==> src/rtl/apb_bridge_pkg.sv <==
// apb_bridge_pkg: FSM states and peripheral window bounds for lint2apb_bridge
package apb_bridge_pkg;
  typedef enum logic [1:0] {IDLE, SETUP, ACCESS, RESP} state_t;
  localparam logic [31:0] APB_WIN_BASE = 32'h4A10_0000;
  localparam logic [31:0] APB_WIN_END  = 32'h4A11_7FFF;
endpackage

==> src/rtl/lint2apb_bridge_if.sv <==
// lint2apb_bridge_if: core req/gnt/rvalid port plus APB bus; master = bridge, slave = core and peripherals
interface lint2apb_bridge_if #(
  parameter int ADDR_WIDTH = 32,
  parameter int DATA_WIDTH = 32
);
  logic                    data_req_i;
  logic                    data_gnt_o;
  logic [ADDR_WIDTH-1:0]   data_addr_i;
  logic                    data_we_i;
  logic [DATA_WIDTH/8-1:0] data_be_i;
  logic [DATA_WIDTH-1:0]   data_wdata_i;
  logic                    data_rvalid_o;
  logic [DATA_WIDTH-1:0]   data_rdata_o;
  logic                    data_err_o;
  logic [ADDR_WIDTH-1:0]   apb_paddr_o;
  logic [DATA_WIDTH-1:0]   apb_pwdata_o;
  logic                    apb_pwrite_o;
  logic                    apb_psel_o;
  logic                    apb_penable_o;
  logic [DATA_WIDTH-1:0]   apb_prdata_i;
  logic                    apb_pready_i;
  logic                    apb_pslverr_i;
  modport master (
    input  data_req_i, data_addr_i, data_we_i, data_be_i, data_wdata_i,
    output data_gnt_o, data_rvalid_o, data_rdata_o, data_err_o,
    output apb_paddr_o, apb_pwdata_o, apb_pwrite_o, apb_psel_o, apb_penable_o,
    input  apb_prdata_i, apb_pready_i, apb_pslverr_i
  );
  modport slave (
    output data_req_i, data_addr_i, data_we_i, data_be_i, data_wdata_i,
    input  data_gnt_o, data_rvalid_o, data_rdata_o, data_err_o,
    input  apb_paddr_o, apb_pwdata_o, apb_pwrite_o, apb_psel_o, apb_penable_o,
    output apb_prdata_i, apb_pready_i, apb_pslverr_i
  );
endinterface

==> src/rtl/apb_timeout_cnt.sv <==
// apb_timeout_cnt: ACCESS-phase wait counter, present only when APB_BRIDGE_TIMEOUT_EN is defined
`ifdef APB_BRIDGE_TIMEOUT_EN
module apb_timeout_cnt #(
  parameter int LIMIT = 255
) (
  input  logic clk,
  input  logic rst,
  input  logic i_clr,
  input  logic i_en,
  output logic o_expired
);
  localparam int W = $clog2(LIMIT + 1);
  logic [W-1:0] r_cnt;
  assign o_expired = r_cnt == W'(LIMIT);
  // count stalled ACCESS cycles, restarting each time ACCESS is entered
  always_ff @(posedge clk) begin
    if (rst || i_clr) r_cnt <= '0;
    else if (i_en && !o_expired) r_cnt <= r_cnt + 1'b1;
  end
endmodule
`endif

==> src/rtl/lint2apb_bridge.sv <==
// lint2apb_bridge: single-outstanding req/gnt to APB3 bridge; APB_BRIDGE_TIMEOUT_EN enables the ACCESS timeout
module lint2apb_bridge
  import apb_bridge_pkg::*;
#(
  parameter int ADDR_WIDTH     = 32,
  parameter int DATA_WIDTH     = 32,
  parameter int TIMEOUT_CYCLES = 255
) (
  input logic clk,
  input logic rst,
  lint2apb_bridge_if.master bus
);
  state_t                r_state, w_state_nxt;
  logic                  r_psel, r_penable, r_pwrite, r_rvalid, r_err, w_err_nxt;
  logic [ADDR_WIDTH-1:0] r_paddr;
  logic [DATA_WIDTH-1:0] r_pwdata, r_rdata, w_rdata_nxt;
  logic                  w_gnt, w_in_win, w_expired, w_unused;
  assign w_gnt    = bus.data_req_i & ~rst & (r_state == IDLE);
  assign w_in_win = bus.data_addr_i >= ADDR_WIDTH'(APB_WIN_BASE) && bus.data_addr_i <= ADDR_WIDTH'(APB_WIN_END);
  assign w_unused = ^bus.data_be_i ^ (TIMEOUT_CYCLES == 0);
`ifdef APB_BRIDGE_TIMEOUT_EN
  apb_timeout_cnt #(.LIMIT(TIMEOUT_CYCLES)) u_timeout (
    .clk       (clk),
    .rst       (rst),
    .i_clr     (r_state == SETUP),
    .i_en      (r_state == ACCESS && !bus.apb_pready_i),
    .o_expired (w_expired)
  );
`else
  assign w_expired = 1'b0;
`endif
  // next state and the response payload that lands with rvalid
  always_comb begin
    w_state_nxt = r_state;
    w_rdata_nxt = '0;
    w_err_nxt   = 1'b0;
    unique case (r_state)
      IDLE: if (w_gnt) begin
        w_state_nxt = w_in_win ? SETUP : RESP;
        w_err_nxt   = ~w_in_win;
      end
      SETUP: w_state_nxt = ACCESS;
      ACCESS: if (bus.apb_pready_i) begin
        w_state_nxt = RESP;
        w_rdata_nxt = (r_pwrite || bus.apb_pslverr_i) ? '0 : bus.apb_prdata_i;
        w_err_nxt   = bus.apb_pslverr_i;
      end else if (w_expired) begin
        w_state_nxt = RESP;
        w_err_nxt   = 1'b1;
      end
      RESP: w_state_nxt = IDLE;
      default: w_state_nxt = IDLE;
    endcase
  end
  // state plus registered bus/response outputs derived from the next state
  always_ff @(posedge clk) begin
    if (rst) begin
      r_state   <= IDLE;
      r_psel    <= 1'b0;
      r_penable <= 1'b0;
      r_pwrite  <= 1'b0;
      r_paddr   <= '0;
      r_pwdata  <= '0;
      r_rvalid  <= 1'b0;
      r_rdata   <= '0;
      r_err     <= 1'b0;
    end else begin
      r_state   <= w_state_nxt;
      r_psel    <= w_state_nxt == SETUP || w_state_nxt == ACCESS;
      r_penable <= w_state_nxt == ACCESS;
      r_rvalid  <= w_state_nxt == RESP;
      r_rdata   <= w_rdata_nxt;
      r_err     <= w_err_nxt;
      if (w_gnt) begin
        r_paddr  <= {bus.data_addr_i[ADDR_WIDTH-1:2], 2'b00};
        r_pwdata <= bus.data_wdata_i;
        r_pwrite <= bus.data_we_i;
      end
    end
  end
  assign bus.data_gnt_o    = w_gnt;
  assign bus.data_rvalid_o = r_rvalid;
  assign bus.data_rdata_o  = r_rdata;
  assign bus.data_err_o    = r_err;
  assign bus.apb_paddr_o   = r_paddr;
  assign bus.apb_pwdata_o  = r_pwdata;
  assign bus.apb_pwrite_o  = r_pwrite;
  assign bus.apb_psel_o    = r_psel;
  assign bus.apb_penable_o = r_penable;
endmodule

==> src/flat_wrapper.sv <==
// flat-port wrapper written by rule: the top's interface ports become plain ports
module lint2apb_bridge_flat import apb_bridge_pkg::*;
#(
  parameter int ADDR_WIDTH     = 32,
  parameter int DATA_WIDTH     = 32,
  parameter int TIMEOUT_CYCLES = 255
)
  (clk, rst, bus_data_req_i, bus_data_addr_i, bus_data_we_i, bus_data_be_i, bus_data_wdata_i, bus_data_gnt_o, bus_data_rvalid_o, bus_data_rdata_o, bus_data_err_o, bus_apb_paddr_o, bus_apb_pwdata_o, bus_apb_pwrite_o, bus_apb_psel_o, bus_apb_penable_o, bus_apb_prdata_i, bus_apb_pready_i, bus_apb_pslverr_i);
  lint2apb_bridge_if #(.ADDR_WIDTH(ADDR_WIDTH), .DATA_WIDTH(DATA_WIDTH)) bus_i ();
  input logic clk;
  input logic rst;
  input wire logic [$bits(bus_i.data_req_i)-1:0] bus_data_req_i;
  input wire logic [$bits(bus_i.data_addr_i)-1:0] bus_data_addr_i;
  input wire logic [$bits(bus_i.data_we_i)-1:0] bus_data_we_i;
  input wire logic [$bits(bus_i.data_be_i)-1:0] bus_data_be_i;
  input wire logic [$bits(bus_i.data_wdata_i)-1:0] bus_data_wdata_i;
  output wire logic [$bits(bus_i.data_gnt_o)-1:0] bus_data_gnt_o;
  output wire logic [$bits(bus_i.data_rvalid_o)-1:0] bus_data_rvalid_o;
  output wire logic [$bits(bus_i.data_rdata_o)-1:0] bus_data_rdata_o;
  output wire logic [$bits(bus_i.data_err_o)-1:0] bus_data_err_o;
  output wire logic [$bits(bus_i.apb_paddr_o)-1:0] bus_apb_paddr_o;
  output wire logic [$bits(bus_i.apb_pwdata_o)-1:0] bus_apb_pwdata_o;
  output wire logic [$bits(bus_i.apb_pwrite_o)-1:0] bus_apb_pwrite_o;
  output wire logic [$bits(bus_i.apb_psel_o)-1:0] bus_apb_psel_o;
  output wire logic [$bits(bus_i.apb_penable_o)-1:0] bus_apb_penable_o;
  input wire logic [$bits(bus_i.apb_prdata_i)-1:0] bus_apb_prdata_i;
  input wire logic [$bits(bus_i.apb_pready_i)-1:0] bus_apb_pready_i;
  input wire logic [$bits(bus_i.apb_pslverr_i)-1:0] bus_apb_pslverr_i;
  assign bus_i.data_req_i = bus_data_req_i;
  assign bus_i.data_addr_i = bus_data_addr_i;
  assign bus_i.data_we_i = bus_data_we_i;
  assign bus_i.data_be_i = bus_data_be_i;
  assign bus_i.data_wdata_i = bus_data_wdata_i;
  assign bus_data_gnt_o = bus_i.data_gnt_o;
  assign bus_data_rvalid_o = bus_i.data_rvalid_o;
  assign bus_data_rdata_o = bus_i.data_rdata_o;
  assign bus_data_err_o = bus_i.data_err_o;
  assign bus_apb_paddr_o = bus_i.apb_paddr_o;
  assign bus_apb_pwdata_o = bus_i.apb_pwdata_o;
  assign bus_apb_pwrite_o = bus_i.apb_pwrite_o;
  assign bus_apb_psel_o = bus_i.apb_psel_o;
  assign bus_apb_penable_o = bus_i.apb_penable_o;
  assign bus_i.apb_prdata_i = bus_apb_prdata_i;
  assign bus_i.apb_pready_i = bus_apb_pready_i;
  assign bus_i.apb_pslverr_i = bus_apb_pslverr_i;
  lint2apb_bridge #(.ADDR_WIDTH(ADDR_WIDTH), .DATA_WIDTH(DATA_WIDTH), .TIMEOUT_CYCLES(TIMEOUT_CYCLES)) u_core (.clk(clk), .rst(rst), .bus(bus_i));
endmodule
==> config.mk <==
export PLATFORM = sky130hd
export DESIGN_NAME = lint2apb_bridge_flat
export DESIGN_NICKNAME = d
export VERILOG_FILES = /design/src/rtl/apb_bridge_pkg.sv /design/src/rtl/lint2apb_bridge_if.sv /design/src/rtl/apb_timeout_cnt.sv /design/src/rtl/lint2apb_bridge.sv /design/src/flat_wrapper.sv
export SDC_FILE = /design/constraint.sdc
export NUM_CORES = 1
export LEC_CHECK = 0
export CAP_MARGIN = 20
export CORE_MARGIN = 5
export CORE_UTILIZATION = 40
export DETAILED_ROUTE_END_ITERATION = 8
export PLACE_DENSITY = 0.85
export REMOVE_ABC_BUFFERS = 1
export SLEW_MARGIN = 10
export SYNTH_ARGS = -nofsm -noshare
export SYNTH_HDL_FRONTEND = slang
export SYNTH_SLANG_ARGS = --single-unit
==> constraint.sdc <==
create_clock -name clk -period 5 [get_ports clk]
set_input_delay 0.5 -clock clk [delete_from_list [all_inputs] [get_ports clk]]
set_output_delay 0.5 -clock clk [all_outputs]
set_load 0.05 [all_outputs]
# ---- Word level (Yosys, flattened, before mapping)
# Cells that the tools add are included.
# Widths: inputs -> output; s select.
dict set report word_totals {
  elab_cells 35
  mem_bits_rw 0
  mem_bits_ro 0
  latchBits 0
  reg_bits 101
  mem_count 0
}
dict set report classes {
  n_mux 7
  mul 0
  addsub 0
  n_lt_le_gt_ge 2
  eq_ne 6
  n_reduce_logical 5
  div_mod_pow 0
  bitwise_logic 6
  shift 0
}
# operator n
set ops {}
lappend ops {{$ge 32x31->1 const B} 1}
lappend ops {{$le 32x31->1 const B} 1}
lappend ops {{$eq 2x2->1 const B} 4}
lappend ops {{$pmux 2 s4} 1}
lappend ops {{$mux 2} 3}
lappend ops {{$eq 2x1->1 const B} 2}
lappend ops {{$not 1->1} 4}
lappend ops {{$reduce_or 4->1} 1}
lappend ops {{$and 1x1->1} 2}
lappend ops {{$logic_not 2->1} 1}
lappend ops {{$logic_or 1x1->1} 2}
lappend ops {{$mux 1} 2}
lappend ops {{$pmux 1 s2} 1}
lappend ops {{$logic_and 1x1->1} 1}

# ---- Logic depth before layout (Yosys ltp)
# Gate-level depths: netlist of run 1.
dict set report depth {
  ltp_word 7
  ltp_mapped 9
}

# ---- Worst setup path after synthesis of run 1
# Ideal clock, no wire load.
dict set report synth_timing {
  kind {input port to flip-flop}
  start {input bus_data_addr_i[15]}
  end {register u_core.r_psel, in the netlist u_core.bus.apb_psel_o}
  path_buffers 0
  setup_ns 0.118
  t_required_ns 4.882
  stages 7
  slack_ns 3.187
  arrival_ns 1.695
  path_cell_list {nand4b_1 -> nor4_1 -> a21oi_1 -> nor3_1 -> a31oi_1 -> ha_1 -> nor2b_1}
}
dict set report synth_via {
  elab_chain_cells 7
  word_cells_on_any_way 9
  classes_between {2 x order compare; 2 x eq/ne; 3 x mux; 2 x reduce/logical}
}
# item line_no
set synth_rtl {}
lappend synth_rtl {{start: declaration} flat_wrapper.sv:13} ;# input wire logic [$bits(bus_i.data_addr_i)-1:0] bus_data_addr_i;
lappend synth_rtl {{$ge 32x31->1 or $le 32x31->1 (tied branches)} lint2apb_bridge.sv:19} ;# assign w_in_win = bus.data_addr_i >= ADDR_WIDTH'(APB_WIN_BASE) && bus.data_addr_i <= ADDR_WIDTH'(APB_WIN_END);
lappend synth_rtl {{$logic_and 1x1->1 *} lint2apb_bridge.sv:19}
lappend synth_rtl {{$mux 2 *} lint2apb_bridge.sv:39} ;# w_state_nxt = w_in_win ? SETUP : RESP;
lappend synth_rtl {{$mux 2 *} lint2apb_bridge.sv:38} ;# IDLE: if (w_gnt) begin
lappend synth_rtl {{$pmux 2 s4 *} lint2apb_bridge.sv:37} ;# unique case (r_state)
lappend synth_rtl {{named net u_core.w_state_nxt[1]} lint2apb_bridge.sv:13} ;# state_t r_state, w_state_nxt;
lappend synth_rtl {{$eq 2x1->1 or $eq 2x2->1 (tied branches)} lint2apb_bridge.sv:69} ;# r_psel <= w_state_nxt == SETUP || w_state_nxt == ACCESS;
lappend synth_rtl {{$logic_or 1x1->1 *} lint2apb_bridge.sv:69}
lappend synth_rtl {{end signal: assignment} lint2apb_bridge.sv:59} ;# r_psel <= 1'b0;
lappend synth_rtl {{end signal: assignment} lint2apb_bridge.sv:69}
lappend synth_rtl {{end: declaration} lint2apb_bridge.sv:14} ;# logic r_psel, r_penable, r_pwrite, r_rvalid, r_err, w_err_nxt;
# Mark *: on every way through the listed nets, which the timed path passes. The rest lies on a longest branch.
# A chain may end at the register's enable or synchronous reset.

# ---- Worst setup path in the final report of run 1
dict set report layout_timing {
  start {input bus_data_req_i}
  end {output bus_data_gnt_o}
}
dict set report layout_via {
  elab_chain_cells 2
}
# item line_no
set layout_rtl {}
lappend layout_rtl {{start: declaration} flat_wrapper.sv:12} ;# input wire logic [$bits(bus_i.data_req_i)-1:0] bus_data_req_i;
lappend layout_rtl {{$and 1x1->1 (2 in a row)} lint2apb_bridge.sv:18} ;# assign w_gnt = bus.data_req_i & ~rst & (r_state == IDLE);
lappend layout_rtl {{end: declaration} flat_wrapper.sv:17} ;# output wire logic [$bits(bus_i.data_gnt_o)-1:0] bus_data_gnt_o;
# Every way passes these cells.

==> results of run 1 <==
==> per-stage QoR <==
step                      utilization, %  hold slack [ns]
after floorplan                        -            0.472
after global routing                67.2            0.477
final                               67.2            0.456
after detailed placement            64.2            0.446
after global placement              64.2            0.441
after CTS                           66.8            0.459
==> per-layer routing <==
| layer | GRT usage [%] | up-vias | part of all wire [%] |
|---|---|---|---|
| met5 | 0 | - | 0 |
| met4 | 5.18 | 0 | 1.2 |
| met3 | 11.3 | 11 | 15 |
| met2 | 34.2 | 163 | 48 |
| met1 | 19.9 | 1487 | 35 |
| li1 | - | 1653 | - |
==> state kept, by name (all words and copies together), names as in the netlist <==
| register | cells |
|---|---|
| u_core.bus.apb_psel_o | 1 |
| u_core.bus.data_err_o | 1 |
| u_core.bus.data_rdata_o | 32 |
| u_core.r_state | 2 |
| u_core.bus.apb_paddr_o | 30 |
| u_core.bus.data_rvalid_o | 1 |
| u_core.bus.apb_penable_o | 1 |
| u_core.bus.apb_pwrite_o | 1 |
| u_core.bus.apb_pwdata_o | 32 |
==> cells in the mapped netlist (2+ instances only) <==
| cell type | n | area [µm²] |
|---|---|---|
| a21oi_1 | 64 | 320 |
| and2_1 | 33 | 206 |
| buf_2 | 8 | 40.0 |
| buf_4 | 2 | 15.0 |
| clkbuf_1 | 17 | 63.8 |
| dfxtp_1 | 101 | 2020 |
| ha_1 | 5 | 62.6 |
| inv_1 | 4 | 15.0 |
| nand2_1 | 131 | 492 |
| nand4_1 | 5 | 31.3 |
| nor2_1 | 2 | 7.51 |
| nor2b_1 | 5 | 31.3 |
| nor3_1 | 3 | 15.0 |
==> logic make-up after synthesis <==
family | Yosys count
other | 1
adder cells (fa/ha/maj) | 5
flip-flops | 101
buffers and inverters | 31
AO/OA/AOI/OAI | 75
AND/OR/NAND/NOR | 185
==> power by group through the flow <==
stage	sequential, mW	combinational, mW	clock [mW]
after CTS	0.987	1.09	0.579
after detailed placement	1.01	1.09	0
after global routing	1.00	1.16	0.615
final	0.986	1.09	0.563
after floorplan	1.41	0.265	0
after global placement	0.997	1.07	0
==> final timing paths <==
kind                                                         startpoint                                       to  slack [ns]  cells past startpoint
worst max register to register             u_core.r_state[0]$_SDFF_PP0_         u_core.bus.apb_psel_o$_SDFF_PP0_        2.92                      8
worst min-delay path            u_core.bus.apb_paddr_o[21]$_SDFFE_PP0P_  u_core.bus.apb_paddr_o[21]$_SDFFE_PP0P_        0.46                      2
worst max-delay path                                     bus_data_req_i                           bus_data_gnt_o        2.47                      4
worst min register to register  u_core.bus.apb_paddr_o[21]$_SDFFE_PP0P_  u_core.bus.apb_paddr_o[21]$_SDFFE_PP0P_        0.46                      2
==> worst max-delay path: stages <==
cell             delay [ns]
clkdlybuf4s50_1        0.50
nand2_2                0.08
nor2_4                 0.13
clkdlybuf4s50_1        0.82
==> layout make-up <==
type	count	share of cell area, %
timing repair buffer	205	35.6
sequential	101	35.0
multi-input combinational	267	23.0
clock buffer	10	2.38
tap	108	2.34
clock inverter	5	1.45
inverter	4	0.260
==> reports/results.txt, run 1 <==
via count of the first global-routing pass: 3248
basic-gate share of the synthesized area counting and, or, nand and nor cells: 24.3%
Post-Place Cells: 683
critical path peak fanout: 4
proportion of register bits with asynchronous set or reset after synthesis: 0%
worst-case setup slack after placement: 2.27 ns
critical path capture point type: primary output
VDD IR max: 204 µV
total number of nets in the final design: 699
total of max-cap violations: 0
Area growth, synth to finish: 66.6%
drt first-iter violations: 98
total I/O pin count: 208
path type of the worst min-delay path: flop to flop
final standard cell count with taps included and fillers excluded: 700
half-perimeter wire length after detailed placement: 8.31 mm
transition at the pin with the smallest max-transition slack: 0.753 ns
number of CTS-inserted buffers: 9
max-slew violations: 0
status: finished clean
clock input transition at the sequential cells of the worst setup and hold paths: 0.08 ns
Sequential Area: 2020 µm²
clock share of power: 21.3%
sum of negative setup slack: 0 ns
required time at the endpoint of the critical path: 4.50 ns
remaining global-route overflow: 0
number of antenna violations at the first check in global routing: 0
count of inserted antenna diode cells: 0
sequential group share of total power: 37.3%
unrepaired setup endpoints after global routing: false
# setup viols final: 0
buffers from clock root to sink, at most: 2
Worst Setup Slack, final: 2.47 ns
final weighted congestion of routability-driven global placement: 0.790
Sw Share: 39.4%
Routed WL per cell: 15.4 µm
fill count: 647
multi-input combinational cell area: 1330 µm²
Starting Density: 40.3%
Resized Gates After CTS: 0
number of buffers inserted by post-CTS setup repair: 0
TritonCTS sink count: 101
CTS hold repair buffers: 0
total length of routed wires: 10.8 mm
Adder-Cell Fraction of Synth Area: 1.81%
overall power: 2.64 mW
number of standard cells after synthesis: 398
area of the core region: 8590 µm²
clock insertion delay at the later pin of the skew report: 0.35 ns
total global-route track usage: 19.5%
via/cell ratio: 4.73
summed instance area of the synthesized netlist: 3460 µm²
PwrDens: 458 nW/µm²
Pint: 1.60 mW
mux cell area share after synthesis: 0%
xor/xnor cell area share of the yosys netlist: 0%
mean post-synth cell area: 8.70 µm²
DRC: 0
Fmax achieved: 0.395 GHz
fraction of the mapped netlist area in compound gates: 11.6%
post-synthesis sequential area ratio: 58.4%
I/O Buffers: 201
CP startpoint kind: input port
combinational family with the most area after synthesis: simple AND/OR/NAND/NOR gates
clock tree root buffer cell: clkbuf_8
Die Area: 10600 µm²
Period minus WS final: 2.53 ns
Synth Warn #: 0
DRT Pass-1 Iters: 4
ratio of cells with drive above 1 in the final layout: 4.39%
top library cells by usage in the layout, fill and taps aside: clkdlybuf4s50_1, nand2_1, dfxtp_1
maximum clock skew at final layout: 0.00986 ns
switching pwr: 1.04 mW
row count: 34
worst slew margin relative to its limit: 49.8%
synthesized flop and latch total: 101
final std cell area, no fill: 5770 µm²
Crit Path Class: input port to primary output
H-Tree Level Count: 3
number of enable flip-flop cells after synthesis: 0
fraction of the cycle the final worst path needs: 50.6%
Leakage Power: 2.15 nW
Vias: 3314
die boundary height: 103 µm
Combinational Power Share: 41.4%
placed standard-cell area: 5520 µm²
wire length of the first global-routing pass: 15.9 mm
top flip-flop cell by instance count after synthesis: dfxtp_1
TritonCTS clock tree: done
ANT nets after route: 0
final-report hold violation count: 0
pin count of the biggest net entering global routing: 72
Arrival @ worst endpoint: 2.03 ns
leading cell type in the layout, fill and taps excluded: clkdlybuf4s50_1
width of the chip: 103 µm
count of unique library cells instantiated by Yosys: 31
(Power assumes the default switching activity.)
==> run 2: changes to the inputs <==
--- a/config.mk
+++ b/config.mk
@@ -7,9 +7,9 @@
 export LEC_CHECK = 0
 export CAP_MARGIN = 20
 export CORE_MARGIN = 5
-export CORE_UTILIZATION = 40
+export CORE_UTILIZATION = 37
 export DETAILED_ROUTE_END_ITERATION = 8
-export PLACE_DENSITY = 0.85
+export PLACE_DENSITY = 0.8
 export REMOVE_ABC_BUFFERS = 1
 export SLEW_MARGIN = 10
 export SYNTH_ARGS = -nofsm -noshare
==> constraint.sdc (replaced) <==
create_clock -name clk -period 2.51 [get_ports clk]
set_input_delay 0.251 -clock clk [delete_from_list [all_inputs] [get_ports clk]]
set_output_delay 0.251 -clock clk [all_outputs]
set_load 0.05 [all_outputs]
==> reports/results.txt, run 2 (same netlist as run 1, synthesis figures left out) <==
number of CTS-inserted buffers: 9 (unchanged)
Pint: 2.98 mW (+86%)
TritonCTS clock tree: done
row count: 35 (+2.9%)
sequential group share of total power: 38.5% (+1.2 points)
total length of routed wires: 10.9 mm (+0.96%)
max-slew violations: 0 (unchanged)
Period minus WS final: 2.12 ns
count of inserted antenna diode cells: 0 (unchanged)
Sw Share: 41.5% (+2.1 points)
critical path peak fanout: 2 (-2)
clock share of power: 18.6% (-2.7 points)
pin count of the biggest net entering global routing: 63 (-13%)
total global-route track usage: 18.4% (-1.2 points)
via/cell ratio: 4.75 (+0.42%)
final std cell area, no fill: 5750 µm² (-0.33%)
total I/O pin count: 208 (unchanged)
final weighted congestion of routability-driven global placement: 0.802 (+1.5%)
DRC: 0 (unchanged)
drt first-iter violations: 160 (+63%)
maximum clock skew at final layout: 0.0150 ns (+0.00518 ns)
buffers from clock root to sink, at most: 2 (unchanged)
required time at the endpoint of the critical path: 2.76 ns (-1.74 ns)
DRT Pass-1 Iters: 4 (unchanged)
sequence of cells on the critical path: clkdlybuf4s50_1 > nand4_1 > nor4_1 > buf_4 > a21oi_1 > nor3_1 > a31oi_1 > ha_1 > nor2b_1
final-report hold violation count: 0 (unchanged)
Leakage Power: 2.14 nW (-0.12%)
transition at the pin with the smallest max-transition slack: 0.650 ns (-0.103 ns)
Critical-path top delay cell: clkdlybuf4s50_1
Routed WL per cell: 15.4 µm (-0.18%)
CTS hold repair buffers: 0 (unchanged)
width of the chip: 107 µm (+3.6%)
# setup viols final: 0 (unchanged)
VDD IR max: 491 µV (+140%)
half-perimeter wire length after detailed placement: 8.35 mm (+0.58%)
status: finished clean
fraction of the cycle the final worst path needs: 84.5%
switching pwr: 2.11 mW (+100%)
ratio of cells with drive above 1 in the final layout: 5.19% (+0.80 points)
Crit Path Class: input port to flop
Vias: 3366 (+1.6%)
top library cells by usage in the layout, fill and taps aside: clkdlybuf4s50_1, nand2_1, dfxtp_1
clock insertion delay at the later pin of the skew report: 0.36 ns (about the same)
clock tree root buffer cell: clkbuf_8
I/O Buffers: 201 (unchanged)
overall power: 5.09 mW (+93%)
Fmax achieved: 0.472 GHz
H-Tree Level Count: 3 (unchanged)
leading cell type in the layout, fill and taps excluded: clkdlybuf4s50_1
number of antenna violations at the first check in global routing: 0 (unchanged)
CP startpoint kind: input port
PwrDens: 885 nW/µm² (+93%)
number of buffers inserted by post-CTS setup repair: 0 (unchanged)
Resized Gates After CTS: 0 (unchanged)
critical path capture point type: flop
via count of the first global-routing pass: 3340 (+2.8%)
worst slew margin relative to its limit: 56.7% (+6.9 points)
die boundary height: 107 µm (+3.6%)
ANT nets after route: 0 (unchanged)
Area growth, synth to finish: 66.1%
crit-path max cell delay: 0.52 ns (-0.30 ns)
Die Area: 11400 µm² (+7.3%)
clock input transition at the sequential cells of the worst setup and hold paths: 0.10 ns (+0.02 ns)
total number of nets in the final design: 703 (+0.57%)
Starting Density: 37.7% (-2.6 points)
Arrival @ worst endpoint: 2.37 ns (+0.34 ns)
area of the core region: 9200 µm² (+7.0%)
Combinational Power Share: 42.9% (+1.5 points)
placed standard-cell area: 5580 µm² (+1.1%)
TritonCTS sink count: 101 (unchanged)
wire length of the first global-routing pass: 16.5 mm (+3.7%)
remaining global-route overflow: 0 (unchanged)
path type of the worst min-delay path: input port to flop
unrepaired setup endpoints after global routing: false
total of max-cap violations: 0 (unchanged)
run 2: cell types whose count changed in the layout (fill, tap and decap cells not counted), sizes merged:
cell,change
buf,+5
bufinv,-2
clkdlybuf4s50,-1
clkinv,+1
clkinvlp,+1
inv,+1
run 2: worst paths after layout:
check / from / to / slack (ns) / depth (start not counted)
worst min-delay path: rst / u_core.bus.data_rvalid_o$_SDFF_PP0_ / 0.24 / 2
worst min register to register: u_core.bus.apb_paddr_o[8]$_SDFFE_PP0P_ / u_core.bus.apb_paddr_o[8]$_SDFFE_PP0P_ / 0.46 / 2
worst max-delay path: bus_data_addr_i[11] / u_core.bus.apb_psel_o$_SDFF_PP0_ / 0.39 / 9
worst max register to register: u_core.r_state[0]$_SDFF_PP0_ / u_core.bus.apb_psel_o$_SDFF_PP0_ / 0.70 / 8
run 2: final cells by class:
cell class	count	area (µm²)
Inverter	4	15.0
Sequential cell	101	2020
Fill cell	783	3440
Timing Repair Buffer	209	2080
Clock inverter	6	47.5
Tap cell	111	139
Multi-Input combinational cell	267	1330
Clock buffer	10	128
run 2: worst max-delay path, delay by kind of cell:
family                   cells  cell delay [ns]
AO/OA/AOI/OAI                2             0.21
AND/OR/NAND/NOR              4             0.88
adder cells (fa/ha/maj)      1             0.31
buffers and inverters        2             0.71
run 2: layer usage:
layer | vias to the layer above | global-route usage [%] | wire, µm
li1 | 1666 | - | -
met1 | 1516 | 19.8 | 4170
met2 | 168 | 31.0 | 5140
met3 | 16 | 9.03 | 1410
met4 | 0 | 6.94 | 193
met5 | - | 0 | 0
run 2: stage by stage:
stage               std cells  setup slack [ns]  utilization (%)  setup TNS (ns)  hold slack, ns
floorplan                 372            -0.371                -          -0.808           0.320
global placement          692          -0.00686             60.7        -0.00686           0.441
detailed placement        692            0.0156             60.7               0           0.446
CTS                       708             0.401             62.6               0           0.222
global route              708             0.265             62.6               0           0.245
finish                    708             0.389             62.6               0           0.244
run 2: power by group through the flow:
stage          clock network, mW  registers, mW  logic [mW]
6_report                   0.946           1.96        2.19
5_1_grt                     1.05           1.99        2.32
4_1_cts                    0.975           1.96        2.20
3_5_place_dp                   0           2.00        2.20
3_3_place_gp                   0           1.99        2.17
2_1_floorplan                  0           2.81       0.529
==> run 3: changes to the inputs <==
--- a/config.mk
+++ b/config.mk
@@ -7,9 +7,9 @@
 export LEC_CHECK = 0
 export CAP_MARGIN = 20
 export CORE_MARGIN = 5
-export CORE_UTILIZATION = 37
+export CORE_UTILIZATION = 34
 export DETAILED_ROUTE_END_ITERATION = 8
-export PLACE_DENSITY = 0.8
+export PLACE_DENSITY = 0.77
 export REMOVE_ABC_BUFFERS = 1
 export SLEW_MARGIN = 10
 export SYNTH_ARGS = -nofsm -noshare
==> constraint.sdc (replaced) <==
create_clock -name clk -period 1.8 [get_ports clk]
set_input_delay 0.18 -clock clk [delete_from_list [all_inputs] [get_ports clk]]
set_output_delay 0.18 -clock clk [all_outputs]
set_load 0.05 [all_outputs]
==> reports/results.txt, run 3 (same netlist as run 1, synthesis figures left out) <==
DRC: 0 (unchanged)
final-report hold violation count: 0 (unchanged)
Crit Path Class: input port to flop
remaining global-route overflow: 0 (unchanged)
FF-to-FF path depth: 8 (unchanged)
Fmax achieved: 0.585 GHz
fraction of the cycle the final worst path needs: 95.0%
H-Tree Level Count: 3 (unchanged)
TritonCTS sink count: 101 (unchanged)
Area growth, synth to finish: 72.7%
via count of the first global-routing pass: 3394 (+1.6%)
Vias: 3349 (-0.51%)
Period minus WS final: 1.71 ns
total global-route track usage: 17.4% (-0.94 points)
path type of the worst min-delay path: input port to flop
area of the core region: 9860 µm² (+7.3%)
transition at the pin with the smallest max-transition slack: 0.652 ns (+0.00196 ns)
worst-case setup slack after placement: -0.509 ns (-0.525 ns)
worst slew margin relative to its limit: 56.5% (-0.13 points)
wire length of the first global-routing pass: 17.3 mm (+4.9%)
ratio of cells with drive above 1 in the final layout: 7.77% (+2.6 points)
critical path capture point type: flop
row count: 36 (+2.9%)
source of the worst register-to-register timing path: u_core.r_state[0]$_SDFF_PP0_
count of inserted antenna diode cells: 0 (unchanged)
drt first-iter violations: 202 (+26%)
sequence of cells on the critical path: clkdlybuf4s50_1 > nand4_1 > nor4_4 > a21oi_2 > nor3_2 > a31oi_2 > ha_1 > nor2b_1
Worst Setup Slack, final: 0.0893 ns (-0.300 ns)
number of CTS-inserted buffers: 9 (unchanged)
PwrDens: 1270 nW/µm² (+43%)
total length of routed wires: 10.9 mm (-0.27%)
leading cell type in the layout, fill and taps excluded: clkdlybuf4s50_1
Hold Path End: u_core.bus.apb_paddr_o[13]$_SDFFE_PP0P_
top library cells by usage in the layout, fill and taps aside: clkdlybuf4s50_1, nand2_1, dfxtp_1
total of max-cap violations: 0 (unchanged)
number of stages on the worst hold path: 3 (+1)
TritonCTS clock tree: done
final weighted congestion of routability-driven global placement: 0.897 (+12%)
clock insertion delay at the later pin of the skew report: 0.35 ns (about the same)
critical path peak fanout: 2 (unchanged)
Starting Density: 35.1% (-2.6 points)
fill count: 824 (+5.2%)
total number of nets in the final design: 711 (+1.1%)
# setup viols final: 0 (unchanged)
VDD IR max: 562 µV (+14%)
Arrival @ worst endpoint: 1.95 ns (-0.42 ns)
Critical-path top delay cell: clkdlybuf4s50_1
CTS hold repair buffers: 0 (unchanged)
worst hold slack after final layout: 0.124 ns (-0.120 ns)
sum of negative setup slack: 0 ns (unchanged)
unrepaired setup endpoints after global routing: false
total I/O pin count: 208 (unchanged)
half-perimeter wire length after detailed placement: 8.30 mm (-0.63%)
worst r2r dst: u_core.bus.apb_psel_o$_SDFF_PP0_
number of antenna violations at the first check in global routing: 0 (unchanged)
maximum clock skew at final layout: 0.00831 ns (-0.00673 ns)
ANT nets after route: 0 (unchanged)
I/O Buffers: 201 (unchanged)
crit-path max cell delay: 0.49 ns (-0.03 ns)
DRT Pass-1 Iters: 4 (unchanged)
Leakage Power: 2.33 nW (+8.9%)
pin count of the biggest net entering global routing: 63 (unchanged)
clock input transition at the sequential cells of the worst setup and hold paths: 0.09 ns (about the same)
placed standard-cell area: 5680 µm² (+1.9%)
Routed WL per cell: 14.7 µm (-4.3%)
R2R setup slack: 0.13 ns (-0.57 ns)
clock tree root buffer cell: clkbuf_8
width of the chip: 111 µm (+3.9%)
Die Area: 12300 µm² (+8.0%)
via/cell ratio: 4.54 (-4.5%)
final std cell area, no fill: 5980 µm² (+4.0%)
startpoint of the most critical hold path: bus_data_addr_i[13]
required time at the endpoint of the critical path: 2.04 ns (-0.72 ns)
CP startpoint kind: input port
max-slew violations: 0 (unchanged)
overall power: 7.58 mW (+49%)
die boundary height: 111 µm (+3.9%)
buffers from clock root to sink, at most: 2 (unchanged)
status: finished clean
-- run 3: cell types whose count changed in the layout (fill, tap and decap cells not counted), sizes merged --
cell,before,now
buf,10,19
clkinvlp,3,0
bufinv,0,3
clkbuf,10,11
inv,6,5
clkdlybuf4s50,199,185
dlygate4sd2,0,5
dlymetal6s2s,0,8
-- run 3: stage by stage --
stage                     utilization, %  instances
final                               60.6        738
after CTS                           60.2        739
after floorplan                        -        372
after detailed placement            57.6        723
after global placement              57.6        723
after global routing                60.6        738
-- run 3: worst max-delay path by stage --
stage	startpoint	end	slack [ns]	depth (start not counted)
2_1_floorplan	u_core.r_state[0]$_SDFF_PP0_	u_core.bus.apb_psel_o$_SDFF_PP0_	-1.08	8
3_3_place_gp	bus_data_addr_i[15]	u_core.bus.apb_psel_o$_SDFF_PP0_	-0.51	9
3_5_place_dp	bus_data_addr_i[14]	u_core.bus.apb_psel_o$_SDFF_PP0_	-0.51	9
4_1_cts	bus_data_addr_i[10]	u_core.bus.apb_psel_o$_SDFF_PP0_	0.003	9
5_1_grt	u_core.bus.apb_paddr_o[25]$_SDFFE_PP0P_	bus_apb_paddr_o[25]	0.008	1
6_report	bus_data_addr_i[12]	u_core.bus.apb_psel_o$_SDFF_PP0_	0.09	8
-- run 3: cell type report --
cell class	instances	area, µm²	area share (%)
timing repair buffer	217	2160	36.1
sequential	101	2020	33.8
multi-input combinational	267	1360	22.8
tap	133	166	2.78
clock buffer	11	151	2.53
clock inverter	5	104	1.74
inverter	4	15.0	0.251
-- run 3: per-layer routing --
| layer | GRT usage (%) | share of wire [%] | vias to the layer above |
|---|---|---|---|
| li1 | - | - | 1678 |
| met1 | 18.2 | 37 | 1491 |
| met2 | 29.5 | 49 | 163 |
| met3 | 9.44 | 12 | 17 |
| met4 | 6.49 | 1.8 | 0 |
| met5 | 0 | 0 | - |
-- run 3: timing repair --
action	in CTS	in global routing
setup endpoints to repair	4	4
setup buffers	0	0
gates resized for setup	6	15
pin swaps	6	6
-- run 3: power breakdown --
group	switching [mW]	total, mW	internal, mW
registers	0.157	2.73	2.58
logic	2.01	3.11	1.10
clock network	0.732	1.73	1.00
total	2.90	7.58	4.68
-- run 3: critical path: cells and delay by family --
| kind | cells | cell delay, ns |
|---|---|---|
| adders and majority gates | 1 | 0.30 |
| AOI/OAI and AO/OA | 2 | 0.21 |
| and+or+nand+nor | 4 | 0.76 |
| buffers and inverters | 1 | 0.49 |
